===== config.mk =====
export PLATFORM = sky130hd
export DESIGN_NAME = offchip_link_rx
export DESIGN_NICKNAME = d
export VERILOG_FILES = /design/src/rtl/offchip_link_rx.sv
export SDC_FILE = /design/constraint.sdc
export NUM_CORES = 1
export LEC_CHECK = 0
export ABC_CLOCK_PERIOD_IN_PS = 9600
export CAP_MARGIN = 20
export CORE_UTILIZATION = 45
export CTS_CLUSTER_SIZE = 30
export DETAILED_ROUTE_END_ITERATION = 12
export HOLD_SLACK_MARGIN = 0.05
export MAX_ROUTING_LAYER = met4
export PLACE_DENSITY = 0.65
export SLEW_MARGIN = 20
export SYNTH_ARGS = -nofsm -noshare
export SYNTH_HDL_FRONTEND = slang
export SYNTH_SLANG_ARGS = --single-unit

===== constraint.sdc =====
create_clock -name clk -period 9.6 [get_ports clk]
set_input_delay 0.96 -clock clk [delete_from_list [all_inputs] [get_ports clk]]
set_output_delay 0.96 -clock clk [all_outputs]
set_load 0.03 [all_outputs]

===== src/rtl/offchip_link_rx.sv =====
// Off-chip link receiver: buffers 32-bit link words in a small FIFO and
// reassembles byte-lane-interleaved 64-bit payloads behind a valid/ready port.
// One token pulse is returned per TOKEN_WORDS words drained from the FIFO.
//
// Handshake: data_out is transferred on a rising edge where valid_out & ready.
// While valid_out is high and ready is low, data_out holds its value. The link
// side has no backpressure; a word that arrives while the FIFO is full is
// dropped and flagged on the sticky overflow output.
module offchip_link_rx #(
  parameter int DEPTH       = 8,
  parameter int TOKEN_WORDS = 4
) (
  input  logic                     clk,
  input  logic                     rst_n,
  input  logic [31:0]              link_data,
  input  logic                     link_valid,
  output logic [63:0]              data_out,
  output logic                     valid_out,
  input  logic                     ready,
  output logic                     token_out,
  output logic                     overflow,
  output logic [1:0]               dbg_state,
  output logic [$clog2(DEPTH):0]   dbg_count
);

  localparam int AW = $clog2(DEPTH);
  localparam int CW = AW + 1;
  localparam int TW = (TOKEN_WORDS > 1) ? $clog2(TOKEN_WORDS) : 1;
  localparam logic [CW-1:0] FULL_CNT = CW'(DEPTH);
  localparam logic [TW-1:0] TOK_LAST = TW'(TOKEN_WORDS - 1);

  typedef enum logic [1:0] {
    ST_LO  = 2'd0,
    ST_HI  = 2'd1,
    ST_OUT = 2'd2
  } state_t;

  state_t        state;
  logic [31:0]   mem [DEPTH];
  logic [AW-1:0] wptr;
  logic [AW-1:0] rptr;
  logic [CW-1:0] count;
  logic [TW-1:0] pop_cnt;
  logic [31:0]   lo_word;
  logic [31:0]   rd_word;
  logic          full;
  logic          empty;
  logic          push;
  logic          pop;

  // Full/empty come from start-of-cycle occupancy, so a same-cycle pop never
  // makes room for a push.
  always_comb begin
    full    = (count == FULL_CNT);
    empty   = (count == '0);
    push    = link_valid & ~full;
    rd_word = mem[rptr];
    pop     = 1'b0;
    case (state)
      ST_LO:   pop = ~empty;
      ST_HI:   pop = ~empty;
      ST_OUT:  pop = ~empty & ready;
      default: pop = 1'b0;
    endcase
  end

  assign dbg_state = state;
  assign dbg_count = count;

  // Receive storage; contents are don't-care after reset.
  always_ff @(posedge clk) begin
    if (push) mem[wptr] <= link_data;
  end

  // Pointers, occupancy, token cadence and the sticky overflow flag.
  always_ff @(posedge clk or negedge rst_n) begin
    if (!rst_n) begin
      wptr      <= '0;
      rptr      <= '0;
      count     <= '0;
      pop_cnt   <= '0;
      token_out <= 1'b0;
      overflow  <= 1'b0;
    end else begin
      if (push) wptr <= wptr + 1'b1;
      if (pop)  rptr <= rptr + 1'b1;
      case ({push, pop})
        2'b10:   count <= count + 1'b1;
        2'b01:   count <= count - 1'b1;
        default: count <= count;
      endcase
      if (pop) pop_cnt <= (pop_cnt == TOK_LAST) ? '0 : pop_cnt + 1'b1;
      token_out <= pop & (pop_cnt == TOK_LAST);
      if (link_valid & full) overflow <= 1'b1;
    end
  end

  // Assembler: LO collects the low word, HI completes the payload, OUT
  // presents it and may start the next frame on the accepting edge.
  always_ff @(posedge clk or negedge rst_n) begin
    if (!rst_n) begin
      state     <= ST_LO;
      lo_word   <= '0;
      data_out  <= '0;
      valid_out <= 1'b0;
    end else begin
      case (state)
        ST_LO: begin
          if (!empty) begin
            lo_word <= rd_word;
            state   <= ST_HI;
          end
        end
        ST_HI: begin
          if (!empty) begin
            data_out  <= {rd_word[31:16], lo_word[31:16],
                          rd_word[15:0],  lo_word[15:0]};
            valid_out <= 1'b1;
            state     <= ST_OUT;
          end
        end
        ST_OUT: begin
          if (ready) begin
            valid_out <= 1'b0;
            if (!empty) begin
              lo_word <= rd_word;
              state   <= ST_HI;
            end else begin
              state <= ST_LO;
            end
          end
        end
        default: begin
          state     <= ST_LO;
          valid_out <= 1'b0;
        end
      endcase
    end
  end

endmodule


==> key figures, run 1 <==
Synthesis
  – Synth Instances: 726
  – Post-Syn Area per Cell: 19.3 um^2
  – Fraction of registers with async set or reset after synthesis: 30.6%
  – Register area share after synthesis: 75.1%
  – Net count after synthesis: 768
  – Netlist Area Pre-Place: 14000 um^2
  – Synth warn: 0
  – Area leader, netlist: edfxtp_1
  – Netlist cell types: 36
  – Number of synthesized flops with an enable pin: between 200 and 300
  – Yosys reg bits: approximately 370
  – Yosys top cell area share: between 50% and 60%
  – Most area-consuming cells after synthesis: edfxtp_1 (55%), dfrtp_1 (20%), mux4_2 (10%), mux2_4 (3.2%), a21oi_1 (2.3%)
  – Ys flop type: edfxtp_1

Timing
  – Endpoints failing setup: 0
  – Final min period: 2960 ps
  – Max Freq: roughly 340 MHz
  – Hold Fails Final Rpt: 0
  – Slew headroom: 35.6%
  – Least-Margin Pin Slew: 966 ps
  – Final Cycle Share: between 30% and 40%
  – Final Max Slew Viols: 0
  – Setup TNS: 0 ps
  – Skew final: 13.3 ps
  – Unrepaired setup endpoints after global routing: false

Critical path
  – Crit start category: input port
  – Critical path class: in2reg
  – CP Capture Type: flip-flop
  – Reg2reg start: rptr[0]
  – Crit path DAT: ~3400 ps
  – FF-to-FF End: lo_word[21]
  – Worst-path fanout max: 6
  – Reg2reg setup slack: 6650 ps
  – Reg2Reg Depth: 4
  – Worst endpoint required time: roughly 10000 ps

Route
  – Drt drc: 0
  – Final wirelength: 26000 um
  – Iteration count of the initial detailed-routing pass: 5
  – Per-cell routed wire length: 20.3 um
  – Initial DRC count: 405
  – Routed Antenna Nets: 0
  – Via count: roughly 7000
  – Via/cell ratio: 5.33

Clock network
  – Post-CTS Setup Inserts: 0
  – Root buffer cell: clkbuf_16
  – Worst-Skew Late Latency: 520 ps
  – Clk slew on worst S/H paths: 60 ps
  – H-tree Lvls: 2
  – Clock buffer depth: 3
  – Sink Count: between 300 and 400
  – Post-CTS sizing: 0
  – CTS hold repair buffers: 0
  – TritonCTS buffer count: 38
  – CTS tree: yes

Worst hold path
  – Worst hold path class: in2async

Placed design
  – Final HPWL DP: 15000 um
  – Port bufs: 108
  – GPL Wtd Cong: 0.746

Layout
  – # fillers: 2365
  – Fin nets: slightly below 900
  – Area grow syn2layout: 20.4%
  – Finished Core Util: 55.1%
  – Share of post-route cells with drive strength above 1: about a fifth

Status
  – Outcome: finished, final reports clean

Global route
  – Remaining Overflow, GRT: 0
  – Met3 usage: around 3.6%
  – Met1 usage: 24.2%
  – Number of global-route vias before repair: 6921
  – Initial antenna violation count: 2
  – First-pass GRT wire length: 39900 um
  – Pin count of the biggest net entering global routing: 71
  – GR peak layer: met2
  – Met2 Use GR: 26.0%
  – GR Util All Layers: ~17%

Power
  – Worst VDD drop: 0.000166 V
  – PwrDens: 355 nW/um^2
  – Lkg Pwr: 5.94 nW

Floorplan
  – Die X-Extent: 178 um
  – Die ar.: 31800 um^2
  – # IOs: 109
  – Cell Rows: 64
  – Die H: ~180 um
  – Initial Utilization: 45.7%
  – CORE AREA: 30600 um^2

Job
  – Maxcap violations: 0
-- final cells by class --
cell class	instances	area, um^2	area share, %
Clock buffer	52	1150	6.82
Tap cell	396	495	2.94
Inverter	1	3.75	0.0223
Antenna cell	2	5.00	0.0297
Timing Repair Buffer	123	1190	7.07
Sequential cell	369	10500	62.5
Clock inverter	17	154	0.914
Multi-Input combinational cell	320	3320	19.7
-- cell families after synthesis --
group / after synthesis / synth area share, %
xor+xnor: 10 / 0.626
mux: 133 / 16.4
flops: 369 / 75.1
fa+ha+maj: 6 / 0.537
compound gates: 72 / 2.69
buf+inv: 37 / 1.40
simple gates: 99 / 3.22
-- flip-flops by register name, indices dropped and copies added (netlist names) --
signal,flops
token_out,1
valid_out,1
overflow,1
rptr,3
dbg_count,4
lo_word,32
mem,256
dbg_state,2
pop_cnt,2
data_out,64
wptr,3
-- per-layer routing --
layer  up-vias  part of all wire (%)
li1       3087                     -
met1      3528                    46
met2       175                    47
met3        35                   5.4
met4         0                   1.5
met5         -                     0
-- cells in the mapped netlist (all sizes together) (2+ instances only) --
cell type,count
edfxtp,256
clkbuf,14
xor2,6
mux4,64
o21ai,2
nor2,72
mux2,37
nor3,7
nand2b,4
nor4,3
mux2i,32
a21oi,66
buf,22
nor2b,2
xnor2,4
dfrtp,113
nand2,6
ha,6
-- critical path, stage by stage --
cell	delay (ps)
clkdlybuf4s50_1	490
a21boi_1	450
inv_1	270
ha_1	340
xor2_1	170
ha_1	180
a21oi_1	140
xor2_1	150
nor2_1	60
xor2_1	140
-- report_power, final --
part           switching (W)  leakage (nW)  internal (W)
sequential          0.000229          3.57       0.00213
combinational        0.00116          1.74      0.000959
clock               0.000577         0.634      0.000916
-- stage by stage --
step | cells | cell area, um^2 | total power, W | hold WS [ps] | worst slack (ps)
after detailed placement | 1209 | 15500 | 0.00454 | 460 | 6080
after global routing | 1280 | 16800 | 0.00628 | 471 | 6410
after floorplan | 726 | 14000 | 0.00384 | 465 | 4580
after CTS | 1278 | 16800 | 0.00604 | 450 | 6580
after global placement | 1209 | 15500 | 0.00450 | 452 | 6170
final | 1280 | 16800 | 0.00597 | 437 | 6640
-- how the worst max path moves through the flow --
stage / slack [ps] / endpoint / cells past startpoint / start
2_1_floorplan: 4580 / mem[0][0] / 3 / link_valid
3_3_place_gp: 6170 / dbg_count[2] / 10 / link_valid
3_5_place_dp: 6080 / dbg_count[2] / 10 / link_valid
4_1_cts: 6580 / data_out[52] / 4 / rptr[0]
5_1_grt: 6410 / dbg_count[3] / 8 / link_valid
6_report: 6640 / dbg_count[2] / 10 / link_valid
-- cell usage in the layout, fill, tap and decap left out, types with 9 or more instances in the layout --
master and n:
mux4_2 64, mux2_4 30, clkdlybuf4s50_1 107, mux2i_1 32, a21oi_1 65, clkinv_1 9
clkbuf_16 42, edfxtp_1 256, buf_4 16, dfrtp_1 110, nor2_1 69
(Power assumes the default switching activity.)
==> run 2, diff against run 1 <==
--- a/config.mk
+++ b/config.mk
@@ -5,14 +5,14 @@
 export SDC_FILE = /design/constraint.sdc
 export NUM_CORES = 1
 export LEC_CHECK = 0
-export ABC_CLOCK_PERIOD_IN_PS = 9600
+export ABC_CLOCK_PERIOD_IN_PS = 2400
 export CAP_MARGIN = 20
 export CORE_UTILIZATION = 45
 export CTS_CLUSTER_SIZE = 30
 export DETAILED_ROUTE_END_ITERATION = 12
 export HOLD_SLACK_MARGIN = 0.05
 export MAX_ROUTING_LAYER = met4
-export PLACE_DENSITY = 0.65
+export PLACE_DENSITY = 0.68
 export SLEW_MARGIN = 20
 export SYNTH_ARGS = -nofsm -noshare
 export SYNTH_HDL_FRONTEND = slang
==> constraint.sdc (replaced) <==
create_clock -name clk -period 2.4 [get_ports clk]
set_input_delay 0.24 -clock clk [delete_from_list [all_inputs] [get_ports clk]]
set_output_delay 0.24 -clock clk [all_outputs]
set_load 0.03 [all_outputs]
==> key figures, run 2 (same netlist as run 1, synthesis figures left out) <==
Status
  – Outcome: finished, final reports clean (unchanged)

Timing
  – Hold Fails Final Rpt: 0 (unchanged)
  – Final min period: around 2200 ps
  – Setup TNS: 0 ps (unchanged)
  – Unrepaired setup endpoints after global routing: false (unchanged)
  – Final Cycle Share: 91.6%
  – Least-Margin Pin Slew: 523 ps (was 966 ps)
  – Slew headroom: 64.2% (was 35.6%)
  – Final Max Slew Viols: 0 (unchanged)
  – Endpoints failing setup: 0 (unchanged)
  – Max Freq: between 400 and 500 MHz
  – Skew final: 23.7 ps (was 13.3 ps)

Placed design
  – DP Area: 16000 um^2 (was 15500 um^2)
  – Final HPWL DP: 15800 um (was 15000 um)
  – GPL Wtd Cong: 0.736 (was 0.746)
  – Port bufs: 108 (unchanged)

Layout
  – Fin area: 17200 um^2 (was 16800 um^2)
  – Area grow syn2layout: 22.7% (was 20.4%)
  – Storage cell area: 10500 um^2 (about the same)
  – Max FFs per register: 256 (unchanged)
  – Biggest regs: mem x256, data_out x64, lo_word x32 (unchanged)
  – Share of post-route cells with drive strength above 1: 23.3% (was 21.2%)
  – Most frequent cells in the layout: edfxtp_1 (256), dfrtp_1 (107), clkdlybuf4s50_1 (107), nor2_1 (69), a21oi_1 (65) (was edfxtp_1 (256), dfrtp_1 (110), clkdlybuf4s50_1 (107), nor2_1 (69), a21oi_1 (65))
  – # fillers: 2319 (was 2365)
  – Most flops, register: mem (unchanged)
  – Area of the multi-input gates: 3370 um^2 (was 3320 um^2)
  – Most common cell after layout, fill and taps aside: edfxtp_1 (unchanged)
  – Fin nets: 921 (was 895)

Worst hold path
  – Worst hold path class: in2async (unchanged)

Power
  – Lkg Pwr: 6.08 nW (was 5.94 nW)
  – Net Switching: 0.00802 W (was 0.00197 W)
  – Flop pwr share: 39.4% (was 39.5%)
  – Comb pwr share: 37.7% (was 35.5%)
  – Part of the power in the clock network: 22.9% (was 25.0%)
  – Worst VDD drop: 0.000730 V (was 0.000166 V)
  – P_int: 0.0161 W (was 0.00400 W)
  – PwrDens: 1410 nW/um^2 (was 355 nW/um^2)
  – Net switching fraction of the power: 33.2% (was 33.0%)

Clock network
  – Post-CTS Setup Inserts: 0 (unchanged)
  – Sink Count: 369 (unchanged)
  – Worst-Skew Late Latency: 520 ps (about the same)
  – Clock buffer depth: 3 (unchanged)
  – CTS tree: yes (unchanged)
  – CTS hold repair buffers: 1 (was 0)
  – Clk slew on worst S/H paths: 60 ps (about the same)
  – H-tree Lvls: 2 (unchanged)
  – Root buffer cell: clkbuf_16 (unchanged)
  – TritonCTS buffer count: 37 (was 38)
  – Post-CTS sizing: 0 (unchanged)

Global route
  – Initial antenna violation count: 2 (unchanged)
  – First-pass GRT wire length: 41400 um (was 39900 um)
  – Remaining Overflow, GRT: 0 (unchanged)
  – Pin count of the biggest net entering global routing: 66 (was 71)
  – GR Util All Layers: 18.0% (was 17.3%)
  – Number of global-route vias before repair: 6948 (was 6921)

Floorplan
  – Cell Rows: 64 (unchanged)
  – Die H: 178 um (unchanged)
  – Die ar.: 31800 um^2 (unchanged)
  – # IOs: 109 (unchanged)
  – Die X-Extent: 178 um (unchanged)
  – Initial Utilization: 45.7% (unchanged)
  – CORE AREA: 30600 um^2 (unchanged)

Route
  – Via/cell ratio: 5.31 (was 5.33)
  – Routed Antenna Nets: 0 (unchanged)
  – Final wirelength: 26700 um (was 26000 um)
  – Via count: 6926 (was 6825)
  – Initial DRC count: 450 (was 405)
  – Iteration count of the initial detailed-routing pass: 5 (unchanged)
  – Per-cell routed wire length: 20.5 um (was 20.3 um)
  – Drt drc: 0 (unchanged)

Job
  – Maxcap violations: 0 (unchanged)

Critical path
  – CP max stage cell: dfrtp_2 (was clkdlybuf4s50_1)
  – Critical Path Max Stage Delay: 480 ps (was 490 ps)
  – CP Capture Type: flip-flop (unchanged)
  – Crit path DAT: 2580 ps (was 3350 ps)
  – Worst endpoint required time: 2780 ps (was 9990 ps)
  – Worst path buffer plus inverter count: 0 (was 2)
  – Critical path class: reg2reg (was in2reg)
  – Worst path top cell family by delay: simple AND/OR/NAND/NOR gates (was buffers and inverters)
  – Worst-path fanout max: 8 (was 6)
  – Crit start category: flip-flop (was input port)
  – CP Cell Sequence: nor4_4, a21oi_2, ha_1, nand3b_1, a2111oi_0, nor3_1, xnor2_1 (was clkdlybuf4s50_1, a21boi_1, inv_1, ha_1, xor2_1, ha_1, a21oi_1, xor2_1, nor2_1, xor2_1)
[run 2: power by group through the flow]
| stage | logic, W | registers, W | clock network, W |
|---|---|---|---|
| final | 0.00910 | 0.00952 | 0.00554 |
| after CTS | 0.00920 | 0.00955 | 0.00566 |
| after global placement | 0.00903 | 0.00959 | 0 |
| after detailed placement | 0.00917 | 0.00966 | 0 |
| after global routing | 0.00974 | 0.00971 | 0.00592 |
| after floorplan | 0.00501 | 0.0104 | 0 |
[run 2: per-layer routing]
metal  global-route usage (%)  wire length (um)  up-vias  part of all wire (%)
met5                        -                 0        -                     0
met4                     4.56               491        0                   1.8
met3                     3.28              1490       39                   5.6
met2                     26.0             12200      162                    46
met1                     26.4             12500     3590                    47
li1                         -                 -     3135                     -
[run 2: stage by stage]
stage | power (W) | cells | utilization, % | setup slack, ps | hold slack [ps]
6_report | 0.0242 | 1304 | 56.1 | 203 | 192
5_1_grt | 0.0254 | 1304 | 56.1 | 21.3 | 214
4_1_cts | 0.0244 | 1302 | 56.1 | 208 | 193
3_5_place_dp | 0.0188 | 1235 | 52.2 | 141 | 175
3_3_place_gp | 0.0186 | 1235 | 52.2 | 158 | 179
2_1_floorplan | 0.0154 | 726 | - | -184 | -55.6
[run 2: final timing paths]
path | startpoint | to | slack [ps] | cells past startpoint
setup / recovery | dbg_count[1] | dbg_count[3] | 200 | 7
hold / removal | rst_n | dbg_count[3] | 190 | 2
setup reg to reg | dbg_count[1] | dbg_count[3] | 200 | 7
hold reg to reg | overflow | overflow | 480 | 1
max in group asynchronous | rst_n | data_out[21] | 1550 | 3
min in group clk | link_valid | overflow | 390 | 2
[run 2: final cells by class]
type | instances | area share (%)
clock inverter | 14 | 0.663
inverter | 1 | 0.0219
sequential | 369 | 61.3
clock buffer | 52 | 6.15
antenna | 2 | 0.0292
tap | 396 | 2.89
timing repair buffer | 150 | 9.30
multi-input combinational | 320 | 19.6
